$ cat src/rtl/log_scale_pkg.sv
// log_scale_pkg: shared defaults, fp16 field constants and encodings for the log-domain mul/div block
package log_scale_pkg;
  localparam int DEF_EXP_LEN = 5;
  localparam int DEF_MANT_LEN = 10;
  localparam int DEF_LUT_AW = 7;
  localparam int FP16_EXP_LEN = 5;
  localparam int FP16_MANT_LEN = 10;
  localparam int FP16_LEN = 16;
  localparam logic [15:0] FP16_QNAN = 16'h7E00;
  localparam logic [15:0] FP16_INF = 16'h7C00;
  typedef enum logic {OP_MUL = 1'b0, OP_DIV = 1'b1} op_e;
  typedef enum logic {LUT_LOG2 = 1'b0, LUT_EXP2 = 1'b1} lut_sel_e;
  typedef enum logic [1:0] {SP_NONE, SP_ZERO, SP_INF, SP_NAN} sp_e;
endpackage

$ cat src/rtl/lut_ram_2r1w.sv
// lut_ram_2r1w: table RAM with one synchronous write port and two combinational read ports
module lut_ram_2r1w #(
  parameter int DEPTH = 128,
  parameter int WIDTH = 10,
  localparam int AW = $clog2(DEPTH)
) (
  input  logic clk,
  input  logic wr_en,
  input  logic [AW-1:0] wr_addr,
  input  logic [WIDTH-1:0] wr_data,
  input  logic [AW-1:0] rd_addr0,
  input  logic [AW-1:0] rd_addr1,
  output logic [WIDTH-1:0] rd_data0,
  output logic [WIDTH-1:0] rd_data1
);
  logic [WIDTH-1:0] mem [DEPTH];
  always_ff @(posedge clk)
    if (wr_en) mem[wr_addr] <= wr_data;
  assign rd_data0 = mem[rd_addr0];
  assign rd_data1 = mem[rd_addr1];
endmodule

$ cat src/rtl/log_scale_muldiv.sv
// log_scale_muldiv: 3-stage floating-point multiply/divide done as add/subtract in the log2 domain
module log_scale_muldiv
  import log_scale_pkg::*;
#(
  parameter int EXP_LEN = DEF_EXP_LEN,
  parameter int MANT_LEN = DEF_MANT_LEN,
  parameter int LUT_AW = DEF_LUT_AW,
  localparam int FLOAT_LEN = 1 + EXP_LEN + MANT_LEN
) (
  input  logic clk,
  input  logic rst_n,
  input  logic in_valid,
  output logic in_ready,
  input  logic [FLOAT_LEN-1:0] a,
  input  logic [FLOAT_LEN-1:0] b,
  input  logic op,
  input  logic lut_wr_en,
  input  logic lut_sel,
  input  logic [LUT_AW-1:0] lut_wr_addr,
  input  logic [MANT_LEN-1:0] lut_wr_data,
  output logic out_valid,
  input  logic out_ready,
  output logic [FLOAT_LEN-1:0] result
);
  localparam int BIAS = 2 ** (EXP_LEN - 1) - 1;
  localparam int EW = EXP_LEN + 2;
  localparam logic [EXP_LEN-1:0] EMAX = '1;
  localparam logic signed [EW-1:0] EF_INF = EW'(2 ** EXP_LEN - 1);
  localparam logic signed [EW-1:0] EF_SUB = EW'(1 - MANT_LEN);
  localparam logic signed [EW-1:0] EF_ZERO = '0;
  localparam logic signed [EW-1:0] EB = EW'(BIAS);
  logic [EXP_LEN-1:0] ea, eb;
  logic [MANT_LEN-1:0] ma, mb, la, lb, m_exp, exp_rd_unused;
  logic za, zb, ia, ib, na, nb;
  sp_e sp;
  logic s1_v, s1_s, s1_op, s2_v, s2_s;
  sp_e s1_sp, s2_sp;
  logic signed [EW-1:0] s1_ea, s1_eb, e_sum, ef, s2_ef;
  logic [MANT_LEN-1:0] s1_la, s1_lb, s2_m;
  logic [MANT_LEN:0] m_sum, sub_m;
  logic [FLOAT_LEN-1:0] pk;
  assign ea = a[FLOAT_LEN-2 -: EXP_LEN];
  assign eb = b[FLOAT_LEN-2 -: EXP_LEN];
  assign ma = a[MANT_LEN-1:0];
  assign mb = b[MANT_LEN-1:0];
  // subnormal inputs (exp == 0) are flushed, so they classify as zero
  assign za = ea == '0;
  assign zb = eb == '0;
  assign ia = ea == EMAX && ma == '0;
  assign ib = eb == EMAX && mb == '0;
  assign na = ea == EMAX && ma != '0;
  assign nb = eb == EMAX && mb != '0;
  always_comb
    sp = (na || nb || (op == OP_MUL ? (za && ib) || (ia && zb) : (ia && ib) || (za && zb))) ? SP_NAN :
         (op == OP_MUL ? ia || ib : ia || zb) ? SP_INF :
         (op == OP_MUL ? za || zb : za || ib) ? SP_ZERO : SP_NONE;
  lut_ram_2r1w #(.DEPTH(2 ** LUT_AW), .WIDTH(MANT_LEN)) u_log2 (
    .clk(clk), .wr_en(lut_wr_en && lut_sel == LUT_LOG2), .wr_addr(lut_wr_addr), .wr_data(lut_wr_data),
    .rd_addr0(ma[MANT_LEN-1 -: LUT_AW]), .rd_addr1(mb[MANT_LEN-1 -: LUT_AW]),
    .rd_data0(la), .rd_data1(lb)
  );
  // carry out of the log-mantissa sum (or borrow of the difference) moves the exponent by one
  assign m_sum = s1_op == OP_DIV ? {1'b0, s1_la} - {1'b0, s1_lb} : {1'b0, s1_la} + {1'b0, s1_lb};
  assign e_sum = s1_op == OP_DIV ? s1_ea - s1_eb - EW'(m_sum[MANT_LEN]) : s1_ea + s1_eb + EW'(m_sum[MANT_LEN]);
  assign ef = e_sum + EB;
  lut_ram_2r1w #(.DEPTH(2 ** LUT_AW), .WIDTH(MANT_LEN)) u_exp2 (
    .clk(clk), .wr_en(lut_wr_en && lut_sel == LUT_EXP2), .wr_addr(lut_wr_addr), .wr_data(lut_wr_data),
    .rd_addr0(m_sum[MANT_LEN-1 -: LUT_AW]), .rd_addr1(m_sum[MANT_LEN-1 -: LUT_AW]),
    .rd_data0(m_exp), .rd_data1(exp_rd_unused)
  );
  assign sub_m = {1'b1, s2_m} >> (EW'(1) - s2_ef);
  assign pk = s2_sp == SP_NAN ? {s2_s, EMAX, 1'b1, (MANT_LEN-1)'(0)} :
              (s2_sp == SP_INF || s2_ef >= EF_INF) ? {s2_s, EMAX, MANT_LEN'(0)} :
              (s2_sp == SP_ZERO || s2_ef < EF_SUB) ? {s2_s, (FLOAT_LEN-1)'(0)} :
              s2_ef <= EF_ZERO ? {s2_s, EXP_LEN'(0), sub_m[MANT_LEN-1:0]} :
              {s2_s, s2_ef[EXP_LEN-1:0], s2_m};
  assign in_ready = !out_valid || out_ready;
  always_ff @(posedge clk or negedge rst_n)
    if (!rst_n) begin
      s1_v <= 1'b0;
      s2_v <= 1'b0;
      out_valid <= 1'b0;
      result <= '0;
    end else if (in_ready) begin
      s1_v <= in_valid;
      s2_v <= s1_v;
      out_valid <= s2_v;
      if (s2_v) result <= pk;
    end
  always_ff @(posedge clk)
    if (in_ready) begin
      s1_s <= a[FLOAT_LEN-1] ^ b[FLOAT_LEN-1];
      s1_op <= op;
      s1_sp <= sp;
      s1_ea <= EW'(ea) - EB;
      s1_eb <= EW'(eb) - EB;
      s1_la <= la;
      s1_lb <= lb;
      s2_s <= s1_s;
      s2_sp <= s1_sp;
      s2_ef <= ef;
      s2_m <= m_exp;
    end
endmodule

$ cat config.mk
export PLATFORM = sky130hd
export DESIGN_NAME = log_scale_muldiv
export DESIGN_NICKNAME = d
export VERILOG_FILES = /design/src/rtl/log_scale_pkg.sv /design/src/rtl/lut_ram_2r1w.sv /design/src/rtl/log_scale_muldiv.sv
export SDC_FILE = /design/constraint.sdc
export NUM_CORES = 2
export LEC_CHECK = 0
export BUFFER_PORTS_ARGS = -buffer_cell sky130_fd_sc_hd__buf_2
export CAP_MARGIN = 25
export CORE_MARGIN = 8
export CORE_UTILIZATION = 40
export DETAILED_ROUTE_END_ITERATION = 10
export GPL_ROUTABILITY_DRIVEN = 0
export PLACE_DENSITY = 0.66
export SYNTH_ARGS = -nofsm -noshare
export SYNTH_HDL_FRONTEND = slang
export SYNTH_SLANG_ARGS = --single-unit
$ cat constraint.sdc
create_clock -name clk -period 7.31 [get_ports clk]
set_clock_uncertainty 0.2 [all_clocks]
set_input_delay 1.0965 -clock clk [delete_from_list [all_inputs] [get_ports clk]]
set_output_delay 1.0965 -clock clk [all_outputs]
set_load 0.02 [all_outputs]
== Word level (Yosys, flattened, before mapping) ==
Memories as Yosys holds them, arrays and structs flattened. A register that Yosys moved wholly into a read port is not among the register bits.
Index checks and enable logic that the tools add are counted.

* Output and inout port bits: 18
* Word-level logic and storage cells: 81
* Register bits: 47
* Memories kept: 2
* Memory bits (writable): 2560

* Bitwise operators: 2
* $add $sub $neg: 10
* Mux-type cells: 15
* Equality and inequality tests: 5
* Shift-type cells: 1
* $lt $le $gt $ge: 3
* Reductions and logical operators: 30

{| class="wikitable"
|+ Memories
! name !! words !! width !! rd ports !! clocked after memory_dff !! write ports !! RTL line !! source
|-
| u_exp2.mem || 128 || 10 || 1 || 1 || 1 || lut_ram_2r1w.sv:16 || <nowiki>logic [WIDTH-1:0] mem [DEPTH];</nowiki>
|-
| u_log2.mem || 128 || 10 || 2 || 2 || 1 || lut_ram_2r1w.sv:16 ||
|}

{| class="wikitable"
|+ Operators by type and width
! kind !! number
|-
| $mux W15 || 4
|-
| $logic_not A10 Y1 || 2
|-
| $reduce_bool A10 Y1 || 2
|-
| $sub A5 B4 Y6 const B || 2
|-
| $add A10 B10 Y11 || 1
|-
| $logic_or A1 B1 Y1 || 11
|-
| $mux W11 || 1
|-
| $shr A11 B7 Y10 || 1
|-
| $sub A10 B10 Y11 || 1
|-
| $eq A5 B5 Y1 const B || 2
|-
| $logic_and A1 B1 Y1 || 10
|-
| $logic_not A5 Y1 || 2
|-
| $mux W1 || 9
|-
| $add A7 B1 Y7 || 1
|-
| $add A7 B5 Y7 const B || 1
|-
| $add A7 B7 Y7 || 1
|-
| $ge A7 B6 Y1 const B || 1
|-
| $le A7 B1 Y1 const B || 1
|-
| $lt A7 B5 Y1 const B || 1
|-
| $mux W7 || 1
|-
| $sub A2 B7 Y7 const A || 1
|-
| $sub A7 B1 Y7 || 1
|-
| $sub A7 B7 Y7 || 1
|-
| $eq A2 B2 Y1 const B || 2
|-
| 6 further kinds || 6
|}

== Depth between registers and ports, before layout ==
* Word-level depth: 7
* Gate-level depth with buffers: 27
* Depth with buffers taken out: 26

== Hierarchy ==
Synthesis repeated with hierarchy kept, for this count alone.

* Cell total of the unflattened synthesis: 5474
* Area, all modules: 123088.1 µm²

{| class="wikitable"
|+ By module, submodules not included
! module !! area each (µm²) !! times used !! cells an instance
|-
| lut_ram_2r1w || 59130.5 || 2 || 2513
|-
| log_scale_muldiv || 4827.1 || 1 || 448
|}

== Least setup slack after synthesis ==
OpenSTA, ideal clock, no wires.

* Path kind: reg2reg
* From: register s1_op
* To: register s2_ef[6] (data pin)
* Arrival: 5.132 ns
* Path buffers: 3
* Clock period less this slack: 5.596 ns
* Slack: 1.714 ns
* Setup time: 0.264 ns
* Cell stages (with the launch flop): 28
* Cell sequence: edfxtp_1 -> clkbuf_1 -> buf_1 -> nor2_1 -> xnor2_1 -> ha_1 -> a21o_1 -> a31o_1 -> buf_6 -> a41o_4 -> a21oi_2 -> o21bai_1 -> a21o_1 -> a21o_1 -> xnor2_1 -> inv_1 -> fa_1 -> inv_1 -> ha_1 -> o21ai_0 -> nand3b_1 -> a21o_1 -> a21oi_1 -> xor2_1 -> nand2_1 -> o21ai_0 -> nor3b_1 -> xor2_1

* Cells in the longest elaborated chain, start to end: 4
* Elaborated cells between the ends (all ways): 5
* Classes of those cells: add/sub (3); mux (2)

{| class="wikitable"
|+ RTL lines
! element !! RTL line !! source
|-
| from (decl) || log_scale_muldiv.sv:36 || <nowiki>logic s1_v, s1_s, s1_op, s2_v, s2_s;</nowiki>
|-
| from (signal assigned) || log_scale_muldiv.sv:93 || <nowiki>s1_op <= op;</nowiki>
|-
| $mux W11 || log_scale_muldiv.sv:63 || <nowiki>assign m_sum = s1_op == OP_DIV ? {1'b0, s1_la} - {1'b0, s1_lb} : {1'b0, s1_la} + {1'b0, s1_lb};</nowiki>
|-
| $add A7 B1 Y7 / $sub A7 B1 Y7 (equally long branches) || log_scale_muldiv.sv:64 || <nowiki>assign e_sum = s1_op == OP_DIV ? s1_ea - s1_eb - EW'(m_sum[MANT_LEN]) : s1_ea + s1_eb + EW'(m_sum[MANT_LEN]);</nowiki>
|-
| $mux W7 * || log_scale_muldiv.sv:64 ||
|-
| $add A7 B5 Y7 * || log_scale_muldiv.sv:65 || <nowiki>assign ef = e_sum + EB;</nowiki>
|-
| via ef[6] || log_scale_muldiv.sv:38 || <nowiki>logic signed [EW-1:0] s1_ea, s1_eb, e_sum, ef, s2_ef;</nowiki>
|-
| to (signal assigned) || log_scale_muldiv.sv:101 || <nowiki>s2_ef <= ef;</nowiki>
|-
| to (decl) || log_scale_muldiv.sv:38 ||
|}

The timed path passes the listed nets; every way through them passes the cells marked *.
A chain may end at the register's enable or synchronous reset.

== Worst setup path in the final report ==
* From: register s1_lb[0], read port of u_log2.mem
* To: register s2_m[9], read port of u_exp2.mem (data pin)

* Cells in the longest elaborated chain, start to end: 2
* Elaborated cells between the ends (all ways): 3
* Classes of those cells: add/sub (2); mux (1)

{| class="wikitable"
|+ RTL lines
! element !! RTL line !! source
|-
| from (decl) || log_scale_muldiv.sv:39 || <nowiki>logic [MANT_LEN-1:0] s1_la, s1_lb, s2_m;</nowiki>
|-
| $add A10 B10 Y11 / $sub A10 B10 Y11 (equally long branches) || log_scale_muldiv.sv:63 ||
|-
| $mux W11 * || log_scale_muldiv.sv:63 ||
|-
| to (decl) || log_scale_muldiv.sv:39 ||
|}

Every way passes the cells marked *; elsewhere a longest branch is shown, timed or not.

==> run metrics <==
largest fanout on the critical path 60; Place WS 1.167 ns; CTS H-Tree Depth 5; PD cells approximately 360 nW/um2; area growth from synthesis to layout 12.65%; Hold Path Class reg -> reg; largest net degree at the start of global routing around 200; max cap viols 0; Post-synth EDFFs approximately 2,600; Layout Nets approximately 6,600; final hold violation count 0; deepest clock path buffer count 4; DR vias/cell 6.215; Area after DPL around 120,000 um2; FP Rows just under 200; Layout Cells excl Fill about 11,000; critical path type reg -> reg; Yosys warning total 0; post-synthesis sequential area ratio 0.6794; Max rail drop VDD roughly 0.6 mV; vias in the first global route ~66,000; Post-Syn Nets 6,475; io pins 74; syn_area_per_cell about 18 um2; initial antenna violation count 15; clock sink count between 2,000 and 3,000; first-pass GRT wire length approximately 470,000 um; CP Launch Point s1_lb[0]; count of pins over their slew limit 0; setup bufs post-CTS 0; worst rel slew slack 0.1951; initial core utilization 0.4010; Resize count post-CTS 0; layout cells sized above 1 0.2590; Mapped Cells around 6,400; area of the multi-input gates roughly 35,000 um2; Post-CTS Hold Buffers 1; number of detailed-route iterations in the first pass 6; Slew @ Worst Pin 1.207 ns; die area between 300,000 and 400,000 um2; CTS tree yes; register area 79,030 um2; run status complete, no violations; Clk Latency, worst-skew pair just under 0.9 ns; r2r startpoint s1_lb[0]; DP HPWL 190,300 um; Top FF cell, synth edfxtp_1; final wirelength roughly 320,000 um; chip height approximately 560 um; Critical Path Source Type register; Placed Cells 10,124; HP Start s1_sp[1]; mapped cell area 116,300 um2; crit path DAT between 6 and 7 ns; die extent in x around 560 um; post-synthesis async set-or-reset flop share 0.007211; root buf cell clkbuf_16; DR vias 66,024; unrepaired setup endpoints after global routing no; Lkg Pwr 41.41 nW; FILL cells 24,264; Critical Path Sink Type register; Tcrit/Tclk final 0.8439; setup TNS 0 ns; core area approximately 290,000 um2; register bit count reported by yosys 2,635; Tmin final around 6.2 ns; CP Data Required Time slightly below 8 ns; initial drt markers about 8,700; I/O Buffers 73; total CTS buffers 273; Netlist cell types between 60 and 70; Worst Slack Setup Final approximately 1.1 ns; CTS clk-pin slew, worst paths about 0.060 ns; grt ovf 0; Power, Total ~47 mW; wire per inst slightly above 30 um; Core Util, Final 0.4517; final setup violation count 0; DRC 0; Final ANT Viol Nets 0; total global-route track usage 0.2028; Layout Cell Area excl Fill ~130,000 um2; WHS 0.2274 ns; maximum clock frequency ~160 MHz
-- worst max-delay path: stages (launching register included) --
cell and delay, ns:
edfxtp_1 0.40, inv_1 0.07, ha_1 0.23, a21oi_1 0.17
xnor2_1 0.12, ha_4 0.30, buf_4 0.76, inv_1 0.25
nor3_2 0.84, nor2_4 0.36, buf_12 0.33, mux2_2 0.33
o21ai_0 0.67, a32oi_1 0.26, a31oi_1 0.49, nor4_2 0.09
-- registers in the layout, indices dropped and copies added (netlist names), 6 cells and up --
name	flops
u_exp2.mem	1280
s1_la	10
s2_ef	7
s1_eb	6
s1_lb	10
result	16
s2_m	10
u_log2.mem	1280
s1_ea	6
-- where the power goes --
group / internal [mW] / switching [mW] / total [mW]
registers: 16.9 / 0.208 / 17.1
clock network: 7.82 / 5.80 / 13.6
logic: 5.46 / 11.0 / 16.5
total: 30.1 / 17.0 / 47.2
-- worst paths after layout --
path | end | slack [ns] | depth (start not counted)
setup / recovery | s2_m[9] | 1.14 | 15
setup reg to reg | s2_m[9] | 1.14 | 15
max in group asynchronous | result[9] | 6.07 | 2
hold reg to reg | s2_sp[1] | 0.23 | 0
hold / removal | s2_sp[1] | 0.23 | 0
min in group asynchronous | result[5] | 0.51 | 2
-- cell usage after synthesis (all sizes together) (2+ instances only) --
cell type / n / area share
nor2: 342 / 0.011
a31oi: 59 / 0.0032
a21o: 6 / 0.00039
a2111oi: 2 / 0.00015
a22oi: 7 / 0.00045
mux4: 843 / 0.16
inv: 47 / 0.0015
nor4b: 2 / 0.00015
or4: 4 / 0.00026
and3: 3 / 0.00016
a211oi: 6 / 0.00043
nor4: 12 / 0.0011
mux2: 141 / 0.014
a41oi: 25 / 0.0019
nand3: 168 / 0.0072
or2: 2 / 0.00011
xor2: 13 / 0.0011
nand2: 452 / 0.015
o21a: 2 / 0.00013
o22ai: 2 / 0.00011
buf: 183 / 0.0081
dfrtp: 19 / 0.0041
o221ai: 152 / 0.011
a221oi: 124 / 0.0093
mux2i: 329 / 0.028
nand2b: 6 / 0.00032
o211ai: 124 / 0.0080
o21bai: 4 / 0.00026
edfxtp: 2616 / 0.68
ha: 34 / 0.0037
o21ai: 148 / 0.0064
clkbuf: 296 / 0.0096
a2bb2oi: 11 / 0.00088
nor3b: 5 / 0.00032
nor3: 47 / 0.0021
a21oi: 30 / 0.0013
nand3b: 2 / 0.00013
a221o: 37 / 0.0032
nor2b: 11 / 0.00059
fa: 4 / 0.00069
o41a: 9 / 0.00087
xnor2: 31 / 0.0024
a32oi: 10 / 0.00075
-- metal layers --
| layer | track usage | share of wire |
|---|---|---|
| met4 | 0.08014 | 0.046 |
| met5 | 0 | 0.000040 |
| met3 | 0.03701 | 0.092 |
| met2 | 0.3277 | 0.48 |
| met1 | 0.2736 | 0.38 |
-- area by class of cell --
| cell class | instances | share of cell area |
|---|---|---|
| inverter | 47 | 0.001346 |
| multi-input combinational | 3220 | 0.2688 |
| sequential | 2635 | 0.6032 |
| clock buffer | 337 | 0.05543 |
| tap | 3900 | 0.03724 |
| antenna | 6 | 0.0001146 |
| clock inverter | 130 | 0.009788 |
| timing repair buffer | 349 | 0.02409 |
-- cell families after synthesis --
kind of cell | count (synthesis) | share of synthesized area
xor gates and xnor gates | 44 | 0.003539
DFF | 2635 | 0.6794
adders and majority gates | 38 | 0.004346
buffers and inverters | 526 | 0.01921
AOI/OAI and AO/OA | 766 | 0.04986
muxes | 1313 | 0.2053
and+or+nand+nor | 1059 | 0.03833
-- placed cells by master (no fill, tap or decap), drive strengths merged, types with 47 or more instances in the layout --
| cell type | count |
|---|---|
| nor3 | 47 |
| mux2 | 141 |
| nand3 | 168 |
| buf | 348 |
| nor2 | 342 |
| clkbuf | 337 |
| o211ai | 124 |
| o21ai | 148 |
| nand2 | 452 |
| o221ai | 152 |
| mux4 | 843 |
| a221oi | 124 |
| mux2i | 329 |
| edfxtp | 2616 |
| inv | 55 |
| clkinv | 98 |
| a31oi | 59 |
Note: power is estimated with default switching activity, not from simulation.
